<file path="config.mk">
export PLATFORM = sky130hd
export DESIGN_NAME = ram_word_controller
export DESIGN_NICKNAME = d
export VERILOG_FILES = /design/src/rtl/ram_word_controller.sv
export SDC_FILE = /design/constraint.sdc
export NUM_CORES = 1
export LEC_CHECK = 0
export BUFFER_PORTS_ARGS = -buffer_cell sky130_fd_sc_hd__buf_4
export CAP_MARGIN = 20
export CORE_AREA = 2 2 53 60
export CTS_BUF_LIST = sky130_fd_sc_hd__clkbuf_2 sky130_fd_sc_hd__clkbuf_4 sky130_fd_sc_hd__clkbuf_8
export DETAILED_ROUTE_END_ITERATION = 10
export DIE_AREA = 0 0 55 62
export PLACE_DENSITY = 0.89
export SETUP_SLACK_MARGIN = 0.3
export SYNTH_ARGS = -nofsm -noshare
export SYNTH_HDL_FRONTEND = slang
export SYNTH_SLANG_ARGS = --single-unit
</file>
<file path="constraint.sdc">
create_clock -name clk -period 3.9 [get_ports clk]
set_clock_uncertainty 0.05 [all_clocks]
set_input_delay 0.78 -clock clk [delete_from_list [all_inputs] [get_ports clk]]
set_output_delay 0.78 -clock clk [all_outputs]
set_load 0.01 [all_outputs]
</file>
<file path="src/rtl/ram_word_controller.sv">
//============================================================================
// Module      : ram_word_controller
// Description : Turns word-level read/write requests into one-hot row select,
//               write/read strobes and data-in for a BinaryCell array, and
//               returns read data (or echoed write data) on a valid/ready
//               response channel. Counts completed transactions.
// Revision    : 1.0 - initial release
//============================================================================
`default_nettype none

module ram_word_controller #(
    parameter int ADDR_W = 2,
    parameter int DATA_W = 4
) (
    input  logic                 clk,
    input  logic                 rst_n,
    input  logic                 req_valid,
    output logic                 req_ready,
    input  logic                 req_we,
    input  logic [ADDR_W-1:0]    req_addr,
    input  logic [DATA_W-1:0]    req_wdata,
    output logic                 rsp_valid,
    input  logic                 rsp_ready,
    output logic [DATA_W-1:0]    rsp_rdata,
    output logic [2**ADDR_W-1:0] cell_cs,
    output logic                 cell_w,
    output logic                 cell_r,
    output logic [DATA_W-1:0]    cell_din,
    input  logic [DATA_W-1:0]    cell_dout,
    output logic [7:0]           op_cnt
);

    localparam int ROWS = 2**ADDR_W;
    localparam logic [ROWS-1:0] C_ROW0 = {{(ROWS-1){1'b0}}, 1'b1};

    typedef enum logic [2:0] {
        IDLE    = 3'd0,
        SETUP   = 3'd1,
        WRITE   = 3'd2,
        RECOVER = 3'd3,
        READ    = 3'd4,
        RESP    = 3'd5
    } state_t;

    state_t              r_state,  w_state_nxt;
    logic                r_we,     w_we_nxt;
    logic [DATA_W-1:0]   r_wdata,  w_wdata_nxt;
    logic                w_req_ready_nxt, w_rsp_valid_nxt;
    logic [DATA_W-1:0]   w_rsp_rdata_nxt, w_cell_din_nxt;
    logic [ROWS-1:0]     w_cell_cs_nxt;
    logic                w_cell_w_nxt, w_cell_r_nxt;
    logic [7:0]          w_op_cnt_nxt;

    // State and all outputs are registered together so every output reflects the state being entered
    always_ff @(posedge clk or negedge rst_n) begin
        if (!rst_n) begin
            r_state   <= IDLE;
            r_we      <= 1'b0;
            r_wdata   <= '0;
            req_ready <= 1'b0;
            rsp_valid <= 1'b0;
            rsp_rdata <= '0;
            cell_cs   <= '0;
            cell_w    <= 1'b0;
            cell_r    <= 1'b0;
            cell_din  <= '0;
            op_cnt    <= '0;
        end else begin
            r_state   <= w_state_nxt;
            r_we      <= w_we_nxt;
            r_wdata   <= w_wdata_nxt;
            req_ready <= w_req_ready_nxt;
            rsp_valid <= w_rsp_valid_nxt;
            rsp_rdata <= w_rsp_rdata_nxt;
            cell_cs   <= w_cell_cs_nxt;
            cell_w    <= w_cell_w_nxt;
            cell_r    <= w_cell_r_nxt;
            cell_din  <= w_cell_din_nxt;
            op_cnt    <= w_op_cnt_nxt;
        end
    end

    // Next-state and next-output decode; everything holds unless a state says otherwise
    always_comb begin
        w_state_nxt     = r_state;
        w_we_nxt        = r_we;
        w_wdata_nxt     = r_wdata;
        w_req_ready_nxt = req_ready;
        w_rsp_valid_nxt = rsp_valid;
        w_rsp_rdata_nxt = rsp_rdata;
        w_cell_cs_nxt   = cell_cs;
        w_cell_w_nxt    = 1'b0;
        w_cell_r_nxt    = 1'b0;
        w_cell_din_nxt  = cell_din;
        w_op_cnt_nxt    = op_cnt;

        unique case (r_state)
            IDLE: begin
                // req_ready is 0 only on the first cycle after reset release
                w_req_ready_nxt = 1'b1;
                w_cell_cs_nxt   = '0;
                w_cell_din_nxt  = '0;
                if (req_valid && req_ready) begin
                    w_state_nxt     = SETUP;
                    w_req_ready_nxt = 1'b0;
                    w_we_nxt        = req_we;
                    w_wdata_nxt     = req_wdata;
                    w_cell_cs_nxt   = C_ROW0 << req_addr;
                    w_cell_din_nxt  = req_we ? req_wdata : '0;
                end
            end
            SETUP: begin
                // Row select has settled for a cycle before any strobe rises
                w_state_nxt  = r_we ? WRITE : READ;
                w_cell_w_nxt = r_we;
                w_cell_r_nxt = ~r_we;
            end
            WRITE: begin
                w_state_nxt = RECOVER;
            end
            RECOVER: begin
                w_state_nxt     = RESP;
                w_cell_cs_nxt   = '0;
                w_cell_din_nxt  = '0;
                w_rsp_valid_nxt = 1'b1;
                w_rsp_rdata_nxt = r_wdata;
            end
            READ: begin
                // Row data is valid while cell_r is high; capture it on the way out
                w_state_nxt     = RESP;
                w_cell_cs_nxt   = '0;
                w_cell_din_nxt  = '0;
                w_rsp_valid_nxt = 1'b1;
                w_rsp_rdata_nxt = cell_dout;
            end
            RESP: begin
                if (rsp_ready) begin
                    w_state_nxt     = IDLE;
                    w_rsp_valid_nxt = 1'b0;
                    w_req_ready_nxt = 1'b1;
                    w_op_cnt_nxt    = op_cnt + 8'd1;
                end
            end
            default: begin
                w_state_nxt     = IDLE;
                w_req_ready_nxt = 1'b0;
                w_rsp_valid_nxt = 1'b0;
                w_cell_cs_nxt   = '0;
                w_cell_din_nxt  = '0;
            end
        endcase
    end

endmodule

`default_nettype wire
</file>
==> impl_metrics.toml <==
[outcome]
outcome = "complete, no violations"

[clock_tree]
cts_root_buffer = "sky130_fd_sc_hd__clkbuf_4"
numClockSinks = 32
clock_latency_ns = 0.33
cts_made_buffers = 5
tritoncts = "done"
clock_transition_at_the_register_clock_pins_on_the_worst_setup_and_hold_paths_after_cts_ns = 0.09
post_cts_resize_count = 0
htree_num_levels = 2
cts-hold-fix-buffers = 0
post_cts_buffers = 0
cts_max_path_buffers = 2

[route]
route.detailed.drc = 0
routed_wl_um = 2978
dr.first_iter.drc_count = 20
via_count = 1119
drt_pre_antenna_iters = 4
detail_routed_net_length_per_standard_cell_um = 15.12
per_cell_via_count_in_the_routed_design = 5.680
antenna_left = 0

[power]
vdd_drop_max_uv = 428.4
cellLeakagePower_uw = 0.0008972
pwr_density_nw_per_um2 = 737.2
share_seq_of_total_power_pct = 45.5
p_total_uw = 1345
power_switching_uw = 498.3
proportion_of_total_power_due_to_net_switching_pct = 37.05
combinationalPowerShare_pct = 39.2
power.share.clock_pct = 15.3
internal-power_uw = 846.6

[worst_setup_path]
critical_path.endpoint_type = "flop"
wp_data_required_ns = 4.07
crit_buf_inv = 0
crit_path_cell_trace = "nor4b_2 -> and2_4 -> mux2_2"
critical_path_class = "flop to flop"
critical-path-top-delay-family = "flip-flops"
setup.worst_path.start_class = "flop"
critical_path_peak_fanout = 21
cp_slowest_cell = "sky130_fd_sc_hd__dfrtp_1"
cp_slowest_stage_delay_ns = 0.63
crit_arrival_ns = 1.95

[cells_and_area]
synthToLayoutAreaGrowth_pct = 22.52
final_nets = 179
layout.cells.most_common = "sky130_fd_sc_hd__buf_4"
most_frequent_cells_in_the_layout = "sky130_fd_sc_hd__buf_4, sky130_fd_sc_hd__dfrtp_1, sky130_fd_sc_hd__nor2_1, sky130_fd_sc_hd__a32o_1"
antenna_cells = 0
post_route_cells_drive_above_1_share_pct = 36.20
final_util_pct = 63.12

[global_route]
maximum_number_of_pins_on_one_net_before_global_route_repair = 33
global_route.overflow_total = 0
grt_antenna_before_repair = 0
gr-usage-met1_pct = 24.02
grt_pass1_wl_um = 4712
gr-usage-all-layers_pct = 20.30
met2_usage_pct = 34.01
first_global_vias = 1056
grt_busiest_layer = "met2"
gr-usage-met3_pct = 7.895

[placed_design]
portbufs = 38
place_hpwl_um = 2177
gpl.final_weighted_congestion = 0.7739
placement.setup.worst_slack_ns = 2.130

[sta]
report.final.slew_viol_count = 0
setup_viol = 0
finalHoldViolCount = 0
timing.final.crit_period_ns = 1.779
final.setup.worst_slack_ns = 2.121
maxSlewHeadroom_pct = 56.12
max_freq_mhz = 562.1
grt_setup_unrepaired = "no"
period_share_pct = 45.62
totalNegativeSetupSlack_ns = 0
timing_worst_slew_pin_value_ns = 0.6581

[die]
core.rowCount = 21
placeableCoreArea_um2 = 2890
die_y_um = 62
initial_core_util_pct = 51.52
io-pin-count = 39
die-width_um = 55
dieArea_um2 = 3410

[yosys]
postSynthRegisterBits = 32
mappedNetlistNets = 141
netlist_area_um2 = 1489
seq_area_frac_synth_pct = 53.78
synth-async-reset-ratio_pct = 100.0
avgSynthCellArea_um2 = 11.91
ys_types = 31
synth_cells = 125
synth_flop_cell = "sky130_fd_sc_hd__dfrtp_1"
synth_enable_flop_cells = 0
yosys_warnings = 0

[min_path]
timing.hold.worst.class = "input port to async pin"

[job]
max_cap_viol_count = 0
power by group through the flow:
stage	combinational (µW)	sequential [µW]	clock, µW
6_report	528	612	205
5_1_grt	586	633	230
4_1_cts	536	611	213
3_5_place_dp	533	616	0
3_3_place_gp	511	604	0
2_1_floorplan	410	565	0
cell usage after synthesis, drive strengths merged, types with 2 or more instances:
cell type | count | share of area [%]
dfrtp | 32 | 54
a32o | 8 | 5.4
nor2 | 8 | 2.0
o21ai | 8 | 2.7
buf | 7 | 3.9
nand2 | 7 | 1.8
a21oi | 6 | 2.0
inv | 6 | 1.5
mux2 | 6 | 5.0
xor2 | 6 | 3.5
o221a | 5 | 3.8
nand3 | 4 | 1.3
nor3 | 4 | 1.3
nor3b | 4 | 2.0
nand2b | 2 | 0.84
nor2b | 2 | 0.84
state kept, by name, summed over array words and instances (netlist names):
name / count
r_wdata: 4
cell_cs: 4
cell_w: 1
rsp_rdata: 4
op_cnt: 8
rsp_valid: 1
r_we: 1
r_state: 3
cell_din: 4
cell_r: 1
req_ready: 1
worst paths after layout:
check	startpoint	endpoint	slack (ns)	cells after the start
max	r_state[2]	r_we	2.12	3
min	rst_n	op_cnt[6]	0.32	1
max reg2reg	r_state[2]	r_we	2.12	3
min reg2reg	op_cnt[7]	op_cnt[7]	0.44	1
max in group asynchronous	rst_n	op_cnt[5]	3.20	1
min in group clk	op_cnt[7]	op_cnt[7]	0.44	1
per-layer routing:
layer,vias up,wire [µm]
li1,526,-
met1,557,1178
met2,33,1583
met3,3,187
met4,0,29
met5,-,0
cell families (layout without fill, tap and decap cells):
logic type	count (synthesis)	count (layout)	share of synthesized area [%]
AND/OR/NAND/NOR	36	36	15.29
multiplexers	7	7	5.714
XOR/XNOR	7	7	4.118
flip-flops	32	32	53.78
AO/OA/AOI/OAI	29	29	14.87
buffers and inverters	13	51	5.378
adder cells (fa/ha/maj)	1	1	0.8402
per-stage QoR:
step                area (µm²)  hold WS [ns]  cells
detailed placement        1759        0.4403    190
global route              1824        0.3280    197
global placement          1759        0.4094    190
finish                    1824        0.3216    197
CTS                       1824        0.3133    197
floorplan                 1489        0.3972    125
cell type report:
class / instances / area (µm²)
Tap cell: 34 / 42.54
Fill cell: 245 / 1066
Inverter: 6 / 22.52
Multi-Input combinational cell: 80 / 608.1
Sequential cell: 32 / 800.8
Timing Repair Buffer: 38 / 285.3
Clock buffer: 7 / 65.06
(Power assumes the default switching activity.)
